$ cat config.mk
export PLATFORM = sky130hd
export DESIGN_NAME = reg_file
export DESIGN_NICKNAME = d
export VERILOG_FILES = /design/src/rtl/reg_file.sv
export SDC_FILE = /design/constraint.sdc
export NUM_CORES = 2
export LEC_CHECK = 0
export ABC_AREA = 1
export BUFFER_PORTS_ARGS = -buffer_cell sky130_fd_sc_hd__buf_2
export CAP_MARGIN = 30
export CORE_MARGIN = 3
export CORE_UTILIZATION = 25
export CTS_BUF_LIST = sky130_fd_sc_hd__clkbuf_16
export DETAILED_ROUTE_END_ITERATION = 10
export PLACE_DENSITY = 0.39
export SLEW_MARGIN = 5
export SYNTH_ARGS = -nofsm -noshare
export SYNTH_HDL_FRONTEND = slang
export SYNTH_SLANG_ARGS = --single-unit
$ cat constraint.sdc
create_clock -name clk -period 3 [get_ports clk]
set_input_delay 0.75 -clock clk [delete_from_list [all_inputs] [get_ports clk]]
set_output_delay 0.75 -clock clk [all_outputs]
set_load 0.005 [all_outputs]
$ cat src/rtl/reg_file.sv
// Two-read/one-write register file with write-through bypass
// and a pending-write scoreboard that drives the issue stall.
module reg_file #(
  parameter int DATA_W = 32,
  parameter int ADDR_W = 5
) (
  input  logic              clk,
  input  logic              rst_n,
  input  logic [ADDR_W-1:0] ra1,
  input  logic [ADDR_W-1:0] ra2,
  output logic [DATA_W-1:0] rd1,
  output logic [DATA_W-1:0] rd2,
  input  logic              we,
  input  logic [ADDR_W-1:0] wa,
  input  logic [DATA_W-1:0] wd,
  input  logic              issue_valid,
  input  logic [ADDR_W-1:0] issue_rd,
  output logic              stall
);

  localparam int N = 2**ADDR_W;

  logic [DATA_W-1:0] r_regs [N];
  logic [N-1:0]      r_pend;

  logic w_wr;
  logic w_iss;
  logic w_hit1;
  logic w_hit2;
  logic w_st1;
  logic w_st2;

  assign w_wr   = we && (wa != '0);
  assign w_hit1 = w_wr && (wa == ra1);
  assign w_hit2 = w_wr && (wa == ra2);
  assign w_iss  = issue_valid && !stall
               && (issue_rd != '0);

  // Zero-latency reads: x0 is hardwired, same-cycle write wins.
  always_comb begin
    rd1 = r_regs[ra1];
    rd2 = r_regs[ra2];
    if (w_hit1)     rd1 = wd;
    if (ra1 == '0)  rd1 = '0;
    if (w_hit2)     rd2 = wd;
    if (ra2 == '0)  rd2 = '0;
  end

  // A source stalls only if pending and not being written now.
  always_comb begin
    w_st1 = (ra1 != '0) && r_pend[ra1]
         && !(we && (wa == ra1));
    w_st2 = (ra2 != '0) && r_pend[ra2]
         && !(we && (wa == ra2));
    stall = w_st1 || w_st2;
  end

  // Register storage; writes to x0 are dropped.
  always_ff @(posedge clk or negedge rst_n) begin
    if (!rst_n) begin
      for (int i = 0; i < N; i++) begin
        r_regs[i] <= '0;
      end
    end else if (w_wr) begin
      r_regs[wa] <= wd;
    end
  end

  // Scoreboard: write-back clears, issue sets; set is last so it wins.
  always_ff @(posedge clk or negedge rst_n) begin
    if (!rst_n) begin
      r_pend <= '0;
    end else begin
      if (w_wr)  r_pend[wa]       <= 1'b0;
      if (w_iss) r_pend[issue_rd] <= 1'b1;
    end
  end

endmodule

# ---- Word-level counts from Yosys, hierarchy flattened
# Index checks and enable logic that the tools add are counted.
dict set report totals {
  elab_cells 98
  rom_bits 0
  mem_bits_rw 0
  ff_bits 1056
  latchBits 0
  in_bits 56
  n_memories 0
  out_inout_bits 65
}
dict set report op_classes {
  n_eq_ne 2
  n_mul 0
  bitwise_logic 6
  reduce_logical 24
  n_lt_le_gt_ge 10
  n_div 0
  shift 0
  n_mux 23
  add_sub_neg 0
}
# op count
set ops {}
lappend ops {{bitwise mux 1024 bit} 1}
lappend ops {{two-way mux 32 bit} 11}
lappend ops {{binary-select mux 32 bit (select 5 bit)} 2}
lappend ops {{demux 32 bit (select 5 bit)} 1}
lappend ops {{bitwise AND 32 bit} 1}
lappend ops {{NOT 32 bit} 1}
lappend ops {{bitwise OR 32 bit} 1}
lappend ops {{< comparator 5 x 6 -> 1 bit, second input constant} 4}
lappend ops {{nonzero test 5 bit} 4}
lappend ops {{greater-or-equal comparator 6 bit, second input constant} 3}
lappend ops {{NOT 5 -> 6 bit} 3}
lappend ops {{logical AND 1 bit} 14}
lappend ops {{binary-select mux 1 bit (select 5 bit)} 2}
lappend ops {{demux 1 bit (select 5 bit)} 2}
lappend ops {{== test 5 bit} 2}
lappend ops {{greater-or-equal comparator 5 x 1 -> 1 bit, second input constant} 2}
lappend ops {{logical NOT 5 bit} 2}
lappend ops {{< comparator 6 x 1 -> 1 bit, second input constant} 1}
lappend ops {{two-way mux 1 bit} 4}
lappend ops {{logical NOT 1 bit} 3}
lappend ops {{logical OR 1 bit} 1}

# ---- Longest topological paths before layout
dict set report depth {
  ltp_word 9
  ltp_mapped 14
  mapped_depth_nobuf 11
}

# ---- Least setup slack after synthesis
# Ideal clock, no wire load.
dict set report synth_timing {
  kind {input-to-output}
  startpoint {input port ra2[0]}
  endpoint {output port rd2[11]}
  slack_ns 0.234
  path_buffers 5
  t_arrival_ns 2.016
  cell_stages 12
  t_required_ns 2.250
  path_cell_list {buf_6 -> buf_6 -> buf_6 -> buf_6 -> buf_6 -> a21oi_1 -> o21ai_0 -> nand3_1 -> nand3_1 -> nand3_1 -> nand3_1 -> a21oi_1}
}
dict set report synth_via {
  elab_chain_cells 6
  elab_cells_between_ends 9
  cone_classes {1 x eq/ne; 5 x mux; 1 x bitwise; 2 x reduce/logical}
}
# element line_no
set synth_rtl {}
lappend synth_rtl {{start, declared} 10} ;# input logic [ADDR_W-1:0] ra2,
lappend synth_rtl {{NOT 5 -> 6 bit (not written as such)} 42} ;# rd2 = r_regs[ra2];
lappend synth_rtl {{binary-select mux 32 bit (select 5 bit)} 42}
lappend synth_rtl {{two-way mux 32 bit (not written as such) (2 in a row)} 42}
lappend synth_rtl {{two-way mux 32 bit} 45} ;# if (w_hit2) rd2 = wd;
lappend synth_rtl {{two-way mux 32 bit (*)} 46} ;# if (ra2 == '0) rd2 = '0;
lappend synth_rtl {{end, declared} 12} ;# output logic [DATA_W-1:0] rd2,
# Every way passes the cells marked *; elsewhere a longest branch is shown, timed or not. The select of a mux whose other input is x is not followed.

# ---- Final worst setup path
dict set report layout_timing {
  startpoint {input port ra2[0]}
  endpoint {output port rd2[10]}
}
# The elaborated chain is that of the path after synthesis.

==> out/summary.txt <==
final core occ: 32.8%
Synth-to-Final Area Change: 30.3%
Tcrit/Tclk final: 110%
maximum clock rate: 304 MHz
die height: 491 µm
synth unique cells: 29
most used flip-flop cell after synthesis: dfrtp_1
delay-heaviest family, CP: buffers and inverters
DP Worst Slack: -790 ps
IO buf count: 120
area share of the largest cell type after synthesis: 45.0%
Critical Path Sink Type: primary output
row cnt: 177
crit path max-delay cell type: buf_16
clock share of power: 37.1%
PD cells: 595 mW/mm²
measured slew at the worst slew-check pin: 980 ps
Simple-Gate Fraction of Synth Area: 18.4%
Clock Tree Buf Depth: 3
number of flops mapped to enable cells by yosys: 0
area leader, netlist: dfrtp_1
WP buf/inv: 7
max_cap viols: 0
Stages on worst setup path: 13
# clock sinks: 1056
cell with the most instances after synthesis: o21ai_0
CP endpoint: rd2[10]
Num CTS Buffers: 138
Seq/Total Area, Yosys: 45.0%
Syn Area/Cell: 7.38 µm²
Static Leak: 34.1 nW
post-route minimum period: 3290 ps
CP startpoint: ra2[0]
footprint of the multi-input gates: 0.0282 mm²
final setup TNS: -12510 ps
mux cell area share after synthesis: 0%
post-synthesis xor/xnor area fraction: 0.0298%
Critical Path, Cell by Cell: buf_16 -> buf_16 -> buf_16 -> buf_12 -> buf_4 -> a21oi_2 -> o21ai_1 -> nand3_1 -> o211a_1 -> nand2_1 -> a31oi_1 -> buf_4 -> buf_6
Initial Utilization: 25.2%
vias in the first global route: 57000
Final Max Tran Viols: 0
final setup fails: 65
CTS tree: built
largest family of logic cells by synthesized area: compound AO/OA/AOI/OAI gates
fin area: 0.0766 mm²
RSZ-0062 raised after global routing: true
Pwr Total: 0.0456 W
drt first pass iters: 6
DP Area: 0.0673 mm²
synthesized flop and latch total: 1056
core area: 0.233 mm²
WL/cell: 26.7 µm
H-tree depth: 4
failing checks: setup timing
Required @ worst endpoint: 2250 ps
peak supply drop: 0.579 mV
FF+latch area: 0.0264 mm²
Fin. Hold Viols: 0
Clock Latency Late Sink: 790 ps
I/O pin count: 121
Total GRT Usage: 24.1%
CP peak stage delay: 190 ps
Compound-Gate Fraction of Synth Area: 26.5%
combinational share of power: 22.0%
Post-DP HPWL: 190 mm
CP Launch Type: input port
Hold Crit Class: input port to register
worst setup margin: -287 ps
wirelength, routed: 305 mm
max_slew headroom: 34.6%
switching power: 0.0149 W
synth top area cells: dfrtp_1 (45%), o21ai_0 (15%), nand2_1 (9.6%)
DRC: 0
DRT iter0 DRCs: 6436
Most common cell on crit path: buf_16
die area: 0.241 mm²
final global-route overflow total: 0
Pint: 0.0307 W
clk slew on worst S/H paths: 60 ps
Filler Cells Inserted: 24600
R2R setup slack: 1140 ps
die width: 491 µm
layout cell share with drive strength beyond 1: 17.6%
Root Buffer: clkbuf_16
Sw Share: 32.6%
depth of the most critical reg-to-reg path: 9
Seq pwr share: 40.9%
Commonest cells post-synth: o21ai_0 (1760), nand2_1 (1510), dfrtp_1 (1056)
Synth Cell Area: 0.0588 mm²
Reg-to-Reg Start: r_pend[20]
status: finished with violations
GPL Wtd Cong: 0.859
Data arrival, critical path: 2540 ps
clk_skew: 17.9 ps
syn nets: 8014
adder-cell area share of the yosys netlist: 0%
total number of vias: 60000
crit path max fanout: 8
Async SR Flop Fraction: 100%
Post-DRT Antenna Nets: 0
pin count of the biggest net entering global routing: 71
Cells after Synth: 7958
initial antenna violation count: 16
Synth Warn #: 0
Layout Nets: 8221
worst setup path class: input port to primary output
first-pass GRT wire length: 429 mm
FF-to-FF End: r_pend[18]
vias per cell: 5.26
[cells by family after synthesis]
group	after synthesis
compound gates	2933
xor+xnor	2
buf+inv	1409
flops	1056
simple gates	2558
[layout by cell type, fill, tap and decap left out, types with 67 or more instances in the layout]
cell / instances
nor2_1: 187
nand2_1: 1436
buf_12: 209
o211ai_1: 333
o21ai_1: 206
nand3_2: 101
clkbuf_16: 180
o21ai_0: 1570
inv_1: 594
nand3_1: 668
a21oi_1: 659
buf_2: 97
dfrtp_1: 1056
a21oi_2: 105
buf_6: 67
buf_4: 392
[layer usage]
| metal | vias up | part of all wire (%) | global-route usage (%) |
|---|---|---|---|
| met3 | 512 | 6.0 | 3.14 |
| met5 | - | 0.0085 | 0 |
| met1 | 29700 | 43 | 32.2 |
| met2 | 2287 | 46 | 39.6 |
| li1 | 27500 | - | - |
| met4 | 4 | 4.3 | 9.26 |
[how the worst min path moves through the flow]
stage                 start            to  slack [ps]  depth (start not counted)
2_1_floorplan  r_regs[1000]  r_regs[1000]         440                          1
3_3_place_gp   r_regs[1013]  r_regs[1013]         380                          0
3_5_place_dp   r_regs[1003]  r_regs[1003]         380                          0
4_1_cts              wd[12]   r_regs[556]         160                          3
5_1_grt              wd[12]   r_regs[300]         220                          3
6_report             wd[12]   r_regs[556]         230                          3
[metrics by stage]
stage | instances | hold WS (ps)
floorplan | 7958 | 440
global placement | 11000 | 375
detailed placement | 11000 | 381
CTS | 11300 | 162
global route | 11400 | 219
finish | 11400 | 234
[worst reg2reg max path, stage by stage (launching register included)]
cell     delay, ps
dfrtp_1        380
or2_2          300
nand3_1        100
nand3_1        120
nand3_1        100
nand3_1         80
nand3_2        100
buf_4          310
nand4_1        210
nand2_1        100
[power groups by stage]
stage                     clock network, W  logic (W)  registers [W]
final                               0.0169     0.0100         0.0187
after detailed placement                 0    0.00897         0.0188
after global routing                0.0179     0.0112         0.0190
after floorplan                          0    0.00557         0.0183
after global placement                   0    0.00884         0.0188
after CTS                           0.0173    0.00951         0.0186
[area by class of cell]
| type | instances | area share [%] |
|---|---|---|
| repair buffers | 877 | 14.7 |
| multi-input cells | 5493 | 36.8 |
| inverters | 599 | 3.05 |
| clock buffers | 145 | 4.74 |
| diodes | 5 | 0.0163 |
| clock inverters | 98 | 1.09 |
| flip-flops and latches | 1056 | 34.5 |
| well taps | 3132 | 5.12 |
[state kept, by name, summed over array words and instances, names as in the netlist]
register / cells
r_regs: 1024
r_pend: 32
[repair_timing]
action                                 in CTS  in global routing
gates resized for setup                   361                392
hold buffers                                1                  0
endpoints found under the hold margin      24                  0
setup buffers                              41                 38
pin swaps                                  65                154
setup endpoints to repair                  65                 65
gates cloned                               26                 37
No activity file was read; power rests on OpenSTA's default activity.
